## src/rtl/weight_fifo_pkg.sv

```systemverilog
// Shared items for the weight FIFO bank controllers.
package weight_fifo_pkg;

  typedef enum logic [1:0] {
    IDLE  = 2'd0,
    DRAIN = 2'd1,
    DONE  = 2'd2
  } wfifo_rd_state_e;

  // Counter must reach DEPTH+WIDTH-2 and compare against i+DEPTH without wrapping.
  function automatic int unsigned wfifo_cnt_width(input int unsigned depth,
                                                  input int unsigned width);
    return $clog2(depth + width);
  endfunction

endpackage

```

## src/rtl/weight_fifo_out_ctrl.sv

```systemverilog
// Drains every column FIFO of the weight bank with one cycle of skew per column,
// producing the diagonal wavefront the systolic array expects.
module weight_fifo_out_ctrl
  import weight_fifo_pkg::*;
#(
  parameter int unsigned FIFO_WIDTH = 16,
  parameter int unsigned FIFO_DEPTH = 16
) (
  input  logic                  clk,
  input  logic                  rst,
  input  logic                  start,
  input  logic                  hold,
  output logic [FIFO_WIDTH-1:0] fifo_rd_en,
  output logic [FIFO_WIDTH-1:0] rd_valid,
  output logic                  busy,
  output logic                  done
);

  localparam int unsigned CNT_W = wfifo_cnt_width(FIFO_DEPTH, FIFO_WIDTH);
  localparam logic [CNT_W-1:0] LAST_CNT = CNT_W'(FIFO_DEPTH + FIFO_WIDTH - 2);

  wfifo_rd_state_e       state_q, state_d;
  logic [CNT_W-1:0]      cnt_q, cnt_d;
  logic [FIFO_WIDTH-1:0] rd_valid_q;
  logic                  drain_act;

  always_ff @(posedge clk) begin
    if (rst) begin
      state_q    <= IDLE;
      cnt_q      <= '0;
      rd_valid_q <= '0;
    end else begin
      state_q    <= state_d;
      cnt_q      <= cnt_d;
      rd_valid_q <= fifo_rd_en;
    end
  end

  always_comb begin
    state_d = state_q;
    cnt_d   = cnt_q;
    unique case (state_q)
      IDLE: begin
        if (start) begin
          state_d = DRAIN;
          cnt_d   = '0;
        end
      end
      DRAIN: begin
        if (!hold) begin
          if (cnt_q == LAST_CNT) begin
            state_d = DONE;
            cnt_d   = '0;
          end else begin
            cnt_d = cnt_q + CNT_W'(1);
          end
        end
      end
      DONE:    state_d = IDLE;
      default: state_d = IDLE;
    endcase
  end

  always_comb begin
    drain_act = (state_q == DRAIN) && !hold;
    busy      = (state_q != IDLE);
    done      = (state_q == DONE);
    rd_valid  = rd_valid_q;
  end

  // Column i reads while cnt lies in [i, i+DEPTH); column 0 has no lower bound.
  for (genvar i = 0; i < FIFO_WIDTH; i++) begin : g_col
    localparam logic [CNT_W-1:0] HI = CNT_W'(i + FIFO_DEPTH);
    if (i == 0) begin : g_first
      assign fifo_rd_en[i] = drain_act && (cnt_q < HI);
    end else begin : g_rest
      localparam logic [CNT_W-1:0] LO = CNT_W'(i);
      assign fifo_rd_en[i] = drain_act && (cnt_q >= LO) && (cnt_q < HI);
    end
  end

endmodule

```

## config.mk

```make
export PLATFORM = sky130hd
export DESIGN_NAME = weight_fifo_out_ctrl
export DESIGN_NICKNAME = d
export VERILOG_FILES = /design/src/rtl/weight_fifo_pkg.sv /design/src/rtl/weight_fifo_out_ctrl.sv
export SDC_FILE = /design/constraint.sdc
export NUM_CORES = 1
export LEC_CHECK = 0
export BUFFER_PORTS_ARGS = -buffer_cell sky130_fd_sc_hd__buf_2
export CELL_PAD_IN_SITES_DETAIL_PLACEMENT = 2
export CELL_PAD_IN_SITES_GLOBAL_PLACEMENT = 2
export CORE_UTILIZATION = 25
export CTS_BUF_LIST = sky130_fd_sc_hd__clkbuf_8 sky130_fd_sc_hd__clkbuf_16
export CTS_CLUSTER_DIAMETER = 60
export DETAILED_ROUTE_END_ITERATION = 7
export PLACE_DENSITY = 0.76
export SYNTH_ARGS = -nofsm -noshare
export SYNTH_HDL_FRONTEND = slang
export SYNTH_SLANG_ARGS = --single-unit
```

## constraint.sdc

```tcl
create_clock -name clk -period 2.1 [get_ports clk]
set_clock_uncertainty 0.2 [all_clocks]
set_input_delay 0.42 -clock clk [delete_from_list [all_inputs] [get_ports clk]]
set_output_delay 0.42 -clock clk [all_outputs]
set_load 0.01 [all_outputs]
```

* After elaboration in Yosys (flattened, before gate mapping)
Index checks and enable logic that the tools add are counted.
** Storage, ports and cells
- Flip-flop bits (word level) :: 23
- Output and inout bits :: 34
- Input port bits :: 4
- Word-level logic and storage cells :: 87
** Cells by class
- Muxes and demuxes :: 8
- Equality and inequality tests :: 6
- $add $sub $neg :: 1
- Reductions and logical operators :: 38
- $lt $le $gt $ge :: 31
** Operators by type and width (number)
- 5-bit less-than comparator (second input constant) :: 16
- 5-bit by 4-bit >= comparator with 1-bit output (second input constant) :: 8
- 1-bit logical AND :: 32
- 5-bit by 3-bit >= comparator with 1-bit output (second input constant) :: 4
- 5-bit 2-to-1 mux :: 3
- 5-bit by 2-bit >= comparator with 1-bit output (second input constant) :: 2
- 5-bit case mux with 2 select lines :: 1
- 2-bit 2-to-1 mux :: 3
- 2-bit inequality test (second input constant) :: 3
- 3-bit AND reduction :: 2
- 5-bit by 1-bit adder with 5-bit output (second input constant) :: 1
- 5-bit == test (second input constant) :: 1
- 5-bit by 1-bit >= comparator with 1-bit output (second input constant) :: 1
- 2-bit case mux with 2 select lines :: 1
- 2-bit nonzero test :: 2
- 2-bit by 1-bit == test with 1-bit output (second input constant) :: 1
- 2-bit == test (second input constant) :: 1
- 2-bit zero test :: 1
- 1-bit zero test :: 1

* Longest topological paths before layout
Gate-level depths: netlist of run 1.
- Depth after elaboration :: 4
- Mapped depth :: 7
- Depth with buffers taken out :: 6

* Worst setup path after synthesis of run 1
OpenSTA, ideal clock, no wires.
- Path type :: flip-flop to output port
- From :: reg cnt_q[2]
- To :: out fifo_rd_en[15]
- Arrival :: 1.430 ns
- Slack :: 0.050 ns
- Required time :: 1.480 ns
- Stages on the path, launching flop included :: 8
- Buffers on the path :: 2
- Cells stage by stage :: dfxtp_1 > buf_2 > clkbuf_1 > and3_1 > ha_1 > a311oi_1 > a41oi_1 > and2_1
** Between the ends
- Longest elaborated chain between the ends :: 3
- Elaborated cells on any way between the ends :: 4
- Classes of those cells :: order compare: 2; reduce/logical: 2
** Ends and longest elaborated chain
- from (decl) :: RTL line weight_fifo_out_ctrl.sv:23 : logic [CNT_W-1:0] cnt_q, cnt_d;
- from (signal assigned) :: RTL line weight_fifo_out_ctrl.sv:34 : cnt_q <= cnt_d;
- 5-bit by 4-bit >= comparator with 1-bit output :: RTL line weight_fifo_out_ctrl.sv:78 : assign fifo_rd_en[i] = drain_act && (cnt_q >= LO) && (cnt_q < HI);
- 1-bit logical AND :: RTL line weight_fifo_out_ctrl.sv:78
- 1-bit logical AND * :: RTL line weight_fifo_out_ctrl.sv:78
- to (decl) :: RTL line weight_fifo_out_ctrl.sv:13 : output logic [FIFO_WIDTH-1:0] fifo_rd_en,
Every way passes the cells marked *; elsewhere a longest branch is shown, timed or not.

* Worst setup path after layout of run 1
- From :: reg cnt_q[0]
- To :: out fifo_rd_en[1]
** Between the ends
- Longest elaborated chain between the ends :: 3
- Elaborated cells on any way between the ends :: 4
- Classes of those cells :: order compare: 2; reduce/logical: 2
** Ends and longest elaborated chain (RTL line)
- 5-bit by 1-bit >= comparator with 1-bit output :: weight_fifo_out_ctrl.sv:78
- 1-bit logical AND :: weight_fifo_out_ctrl.sv:78
- 1-bit logical AND * :: weight_fifo_out_ctrl.sv:78
Marks and branches as above.

==> results of run 1 <==
==> cell usage in the layout (no fill, tap or decap), drive strengths merged, types with 2 or more instances in the layout <==
cell type and instances:
a21oi 5, a32oi 2, a41oi 2, and2 7
and3 2, buf 51, clkbuf 3, dfxtp 23
ha 4, inv 6, nand2 3, nand2b 2
nand3 2, nor2 36, nor3 7, nor4 2
o21ai 5, or2 2, or3 3, xnor2 7
==> worst max-delay path: stages, from the launching register on <==
cell	delay, ns
dfxtp_2	0.34
buf_6	0.15
or4_4	0.53
nor3_2	0.14
a21oi_2	0.05
and2_1	0.16
buf_2	0.13
==> stage by stage <==
stage	hold WS (ns)	area (um2)
finish	0.226	1680
global route	0.227	1680
CTS	0.220	1630
detailed placement	0.360	1520
global placement	0.335	1520
floorplan	0.292	1220
==> per-layer routing <==
layer  track usage [%]  up-vias
li1                  -      587
met1              19.2      545
met2              25.9       35
met3              3.47        2
met4              1.31        0
met5                 0        -
==> kinds of logic (layout without fill, tap and decap cells) <==
family / Yosys count / after routing
AOI/OAI and AO/OA: 24 / 24
buffers and inverters: 20 / 60
and+or+nand+nor: 70 / 70
muxes: 2 / 2
adders and majority gates: 4 / 4
DFF: 23 / 23
xor gates and xnor gates: 7 / 7
==> flip-flops by register name, summed over array words and instances (netlist names) <==
name,cells
cnt_q,5
rd_valid,16
state_q,2
==> path summary, 6_finish.rpt <==
| kind | start | to | slack [ns] | cells past startpoint |
|---|---|---|---|---|
| setup reg to reg | cnt_q[4]$_SDFFE_PP0P_ | cnt_q[2]$_SDFFE_PP0P_ | 0.22 | 4 |
| setup / recovery | cnt_q[0]$_SDFFE_PP0P_ | fifo_rd_en[1] | -0.28 | 6 |
| hold / removal | rst | state_q[0]$_SDFFE_PP0P_ | 0.23 | 2 |
| hold reg to reg | state_q[0]$_SDFFE_PP0P_ | state_q[0]$_SDFFE_PP0P_ | 0.35 | 2 |
==> cells in the mapped netlist, types with 3 or more instances <==
cell type / number
inv_1: 4
nand2_1: 3
xnor2_1: 7
o21ai_0: 5
nor3_1: 6
dfxtp_1: 23
clkbuf_1: 4
a21oi_1: 5
and2_1: 6
nor2_1: 36
buf_2: 9
ha_1: 4
or3_1: 3
==> repair_timing <==
action	CTS	global route
resized for setup	20	11
buffers inserted	1	0
endpoints found under the hold margin	0	0
endpoints found under the setup margin	13	13
pin swaps	4	1
==> layout make-up <==
class	count	area (um2)	share of cell area (%)
Multi-Input combinational cell	107	739	44.1
Sequential cell	23	469	28.0
Timing Repair Buffer	51	322	19.2
Tap cell	67	83.8	5.00
Clock buffer	3	41.3	2.46
Inverter	5	18.8	1.12
Clock inverter	1	3.75	0.224
==> report_power, final <==
part	switching (mW)	internal (mW)	leakage (nW)
Clock	0.135	0.130	0.0269
Combinational	0.0399	0.0352	0.555
Sequential	0.00367	0.439	0.188
==> impl_results.md, run 1 <==
- Outcome: finished with violations
- Failing checks: setup timing
- Post-synthesis simple-gate area fraction: 28.5%
- Num CTS Buffers: 3
- Core box area: 0.00472 mm2
- Port Buffers: 37
- Compound-Gate Fraction of Synth Area: 14.7%
- First drt pass iteration count: 4
- Leakage: 0.770 nW
- Yosys Warn Count: 0
- VDD IR max: 337 uV
- Largest family of logic cells by synthesized area: simple AND/OR/NAND/NOR gates
- WS Path Type: reg -> out
- I/O pin total: 38
- Final Critical Period: 2.38 ns
- CTS Buffer Depth: 2
- Post-Syn Area per Cell: 8.15 um2
- FP Rows: 25
- M1 wire length: 1700 um
- RSZ-0062 raised after global routing: yes
- Die area: 0.00517 mm2
- Hold buffer count at CTS: 0
- Area grow syn2layout: 37.3%
- Top FF cell, synth: dfxtp_1
- Max Transition Viols Final: 0
- Rel. slew slack: 69.6%
- Starting Density: 25.9%
- Largest net degree at the start of global routing: 20
- Post-Syn Instances: 150
- Placer Congestion: 0.750
- Nets: 199
- CTS sink cnt: 23
- Critical path required time: 1.48 ns
- Die Wd: 71.9 um
- Share of cells above drive strength 1: 42.6%
- # DRC: 0
- Die height: 71.9 um
- Cell taking the most area after synthesis: dfxtp_1
- Final Non-Filler Cells: 257
- TritonCTS clock tree: done
- Crit end category: output pin
- Setup WS pre-CTS: -0.115 ns
- Hold Violations, Final: 0
- Post-synthesis async set-or-reset flop share: 0%
- HP Class: in -> reg
- First DRT Iteration DRCs: 26
- Post-synthesis sequential area ratio: 37.7%
- Met2 WL post-DR: 1750 um
- Reg clk slew, reported paths: 0.08 ns
- Detailed Place HPWL: 2740 um
- H-tree level count: 1
- Final wirelength: 3590 um
- Top Metal Used: met4
- Synth area leaders: dfxtp_1 38%, nor2_1 11%, xnor2_1 5.0%, ha_1 4.1%, buf_2 3.7%
- Max Cap Violations: 0
- Area share of the largest cell type after synthesis: 37.7%
- First-pass GRT wire length: 6080 um
- PnR worst setup slack: -0.283 ns
- Pin slew with the least headroom to its limit: 0.453 ns
- Number of enable flip-flop cells after synthesis: 0
- FMAX: 420 MHz
- Period utilization: 113%
- Adder-Cell Fraction of Synth Area: 4.09%
- Synth cell types: 43
- Synth Register Bits: 23
- Post-Syn Area: 0.00122 mm2
- Routed vias/inst: 4.55
- XOR/XNOR Fraction of Synth Area: 5.02%
- PD cells: 467 mW/mm2
- Wire length on met3: 134 um
- Initial antenna violation count: 0
- Final setup vio count: 7
- Number of fillers in the final layout: 550
- Number of global-route vias before repair: 1209
- Mux cell area share after synthesis: 1.74%
- Clock Latency Late Sink: 0.26 ns
- Routed via count: 1169
- # diodes: 0
- Root Driver: clkbuf_8
- Overall routing resource usage: 14.8%
- WL/cell: 14.0 um
- Setup TNS: -1.18 ns
- CP startpoint kind: flip-flop
- Arrival time at the worst endpoint: 1.76 ns
- Placed cells: 252
- Final core utilization: 35.5%
- Total power: 783 uW
- Synthesized Nets: 158
- ANT nets after route: 0
- Crit-path max FO: 10
- Grt total ovfl: 0
Power figures use the tool's default switching activity.
==> run 2: changes to the inputs <==
--- a/config.mk
+++ b/config.mk
@@ -13,6 +13,7 @@
 export CTS_CLUSTER_DIAMETER = 60
 export DETAILED_ROUTE_END_ITERATION = 7
 export PLACE_DENSITY = 0.76
+export SKIP_CTS_REPAIR_TIMING = 1
 export SYNTH_ARGS = -nofsm -noshare
 export SYNTH_HDL_FRONTEND = slang
 export SYNTH_SLANG_ARGS = --single-unit
==> impl_results.md, run 2 (same netlist as run 1, synthesis figures left out) <==
- Outcome: finished with violations
- Failing checks: setup timing
- Setup crit start: cnt_q[1]$_SDFFE_PP0P_
- Die Wd: 71.9 um
- Clock Latency Late Sink: 0.26 ns
- P_sw: 182 uW
- R2r worst-path depth: 4
- Starting Density: 25.9%
- Period utilization: 114%
- # diodes: 0
- Arrival time at the worst endpoint: 1.78 ns
- Overall routing resource usage: 14.4%
- RR Startpoint: cnt_q[4]$_SDFFE_PP0P_
- Routed vias/inst: 4.50
- Pin slew with the least headroom to its limit: 0.467 ns
- First DRT Iteration DRCs: 21
- Critical path required time: 1.48 ns
- First drt pass iteration count: 3
- Max Cap Violations: 0
- Area grow syn2layout: 39.0%
- Die area: 0.00517 mm2
- Nets: 200
- Reg clk slew, reported paths: 0.08 ns
- VDD IR max: 344 uV
- Final wirelength: 3620 um
- Placer Congestion: 0.750
- Leakage: 0.778 nW
- I/O pin total: 38
- Setup WS pre-CTS: -0.115 ns
- Clk pwr share: 34.1%
- Final Critical Period: 2.40 ns
- Num CTS Buffers: 3
- Most common cell after layout, fill and taps aside: buf_2
- Max FFs per register: 16
- Hold wc startpoint: rst
- CTS Buffer Depth: 2
- Rel. slew slack: 68.6%
- Final hold slack: 0.230 ns
- Crit end category: output pin
- Core box area: 0.00472 mm2
- RSZ-0062 raised after global routing: yes
- WS Path Type: reg -> out
- Placed cells: 252
- H-tree level count: 1
- Routed via count: 1160
- First-pass GRT wire length: 5960 um
- Grt total ovfl: 0
- Combinational group share of total power: 9.9%
- Sequential power share: 56.1%
- PnR worst setup slack: -0.304 ns
- FMAX: 416 MHz
- Number of global-route vias before repair: 1220
- Finished Cell Area: 0.00170 mm2
- HP Class: in -> reg
- FP Rows: 25
- Detailed Place HPWL: 2740 um
- ANT nets after route: 0
- Port Buffers: 37
- CP startpoint kind: flip-flop
- Largest net degree at the start of global routing: 20
- CTS sink cnt: 23
- WL/cell: 14.0 um
- # DRC: 0
- TritonCTS clock tree: done
- Max Transition Viols Final: 0
- Final Non-Filler Cells: 258
- Most frequent cells in the layout: 37 x buf_2, 36 x nor2_1, 18 x dfxtp_1
- Final setup vio count: 7
- Hold Path Cell Cnt: 2
- Hold Violations, Final: 0
- PD cells: 463 mW/mm2
- Placed inst area: 0.00152 mm2
- Die height: 71.9 um
- Internal Power: 605 uW
- Crit-path max FO: 4
- Initial antenna violation count: 0
- Final core utilization: 36.0%
- Root Driver: clkbuf_8
- Sw Ratio: 23.2%
- Share of cells above drive strength 1: 42.9%
[run 2: changes by cell type in the layout (fill, tap and decap cells not counted), sizes merged]
cell  previous run  this run
buf             51        52
[run 2: path summary, 6_finish.rpt]
check,end,slack (ns)
setup reg to reg,cnt_q[2]$_SDFFE_PP0P_,0.27
hold reg to reg,state_q[0]$_SDFFE_PP0P_,0.35
setup / recovery,fifo_rd_en[1],-0.30
hold / removal,state_q[0]$_SDFFE_PP0P_,0.23
[run 2: layout make-up]
cell class | count | area (um2)
Clock buffer | 3 | 41.3
Clock inverter | 1 | 3.75
Fill cell | 545 | 3020
Inverter | 5 | 18.8
Multi-Input combinational cell | 107 | 747
Sequential cell | 23 | 472
Tap cell | 67 | 83.8
Timing Repair Buffer | 52 | 333
[run 2: power groups by stage]
stage | sequential [mW] | combinational, mW | clock [mW]
2_1_floorplan | 0.453 | 0.0394 | 0
3_3_place_gp | 0.453 | 0.0635 | 0
3_5_place_dp | 0.453 | 0.0675 | 0
4_1_cts | 0.443 | 0.0680 | 0.280
5_1_grt | 0.442 | 0.0857 | 0.303
6_report | 0.441 | 0.0777 | 0.268
[run 2: metrics by stage]
stage               setup TNS [ns]  total power [mW]
floorplan                        0             0.493
global placement                 0             0.516
detailed placement          -0.134             0.520
CTS                          -2.13             0.791
global route                 -1.82             0.831
finish                       -1.14             0.787
[run 2: worst max-delay path, cell delays in order, from the launching register on]
cell	delay [ns]
dfxtp_4	0.37
buf_6	0.11
or4_4	0.56
nor3_4	0.13
a21oi_2	0.06
and2_1	0.16
buf_2	0.13
[run 2: routing by layer]
layer	vias up	GRT usage, %	routed length, um
met2	35	25.3	1780
li1	588	-	-
met1	535	18.7	1710
met3	2	3.47	133
met5	-	0	0
met4	0	1.53	7
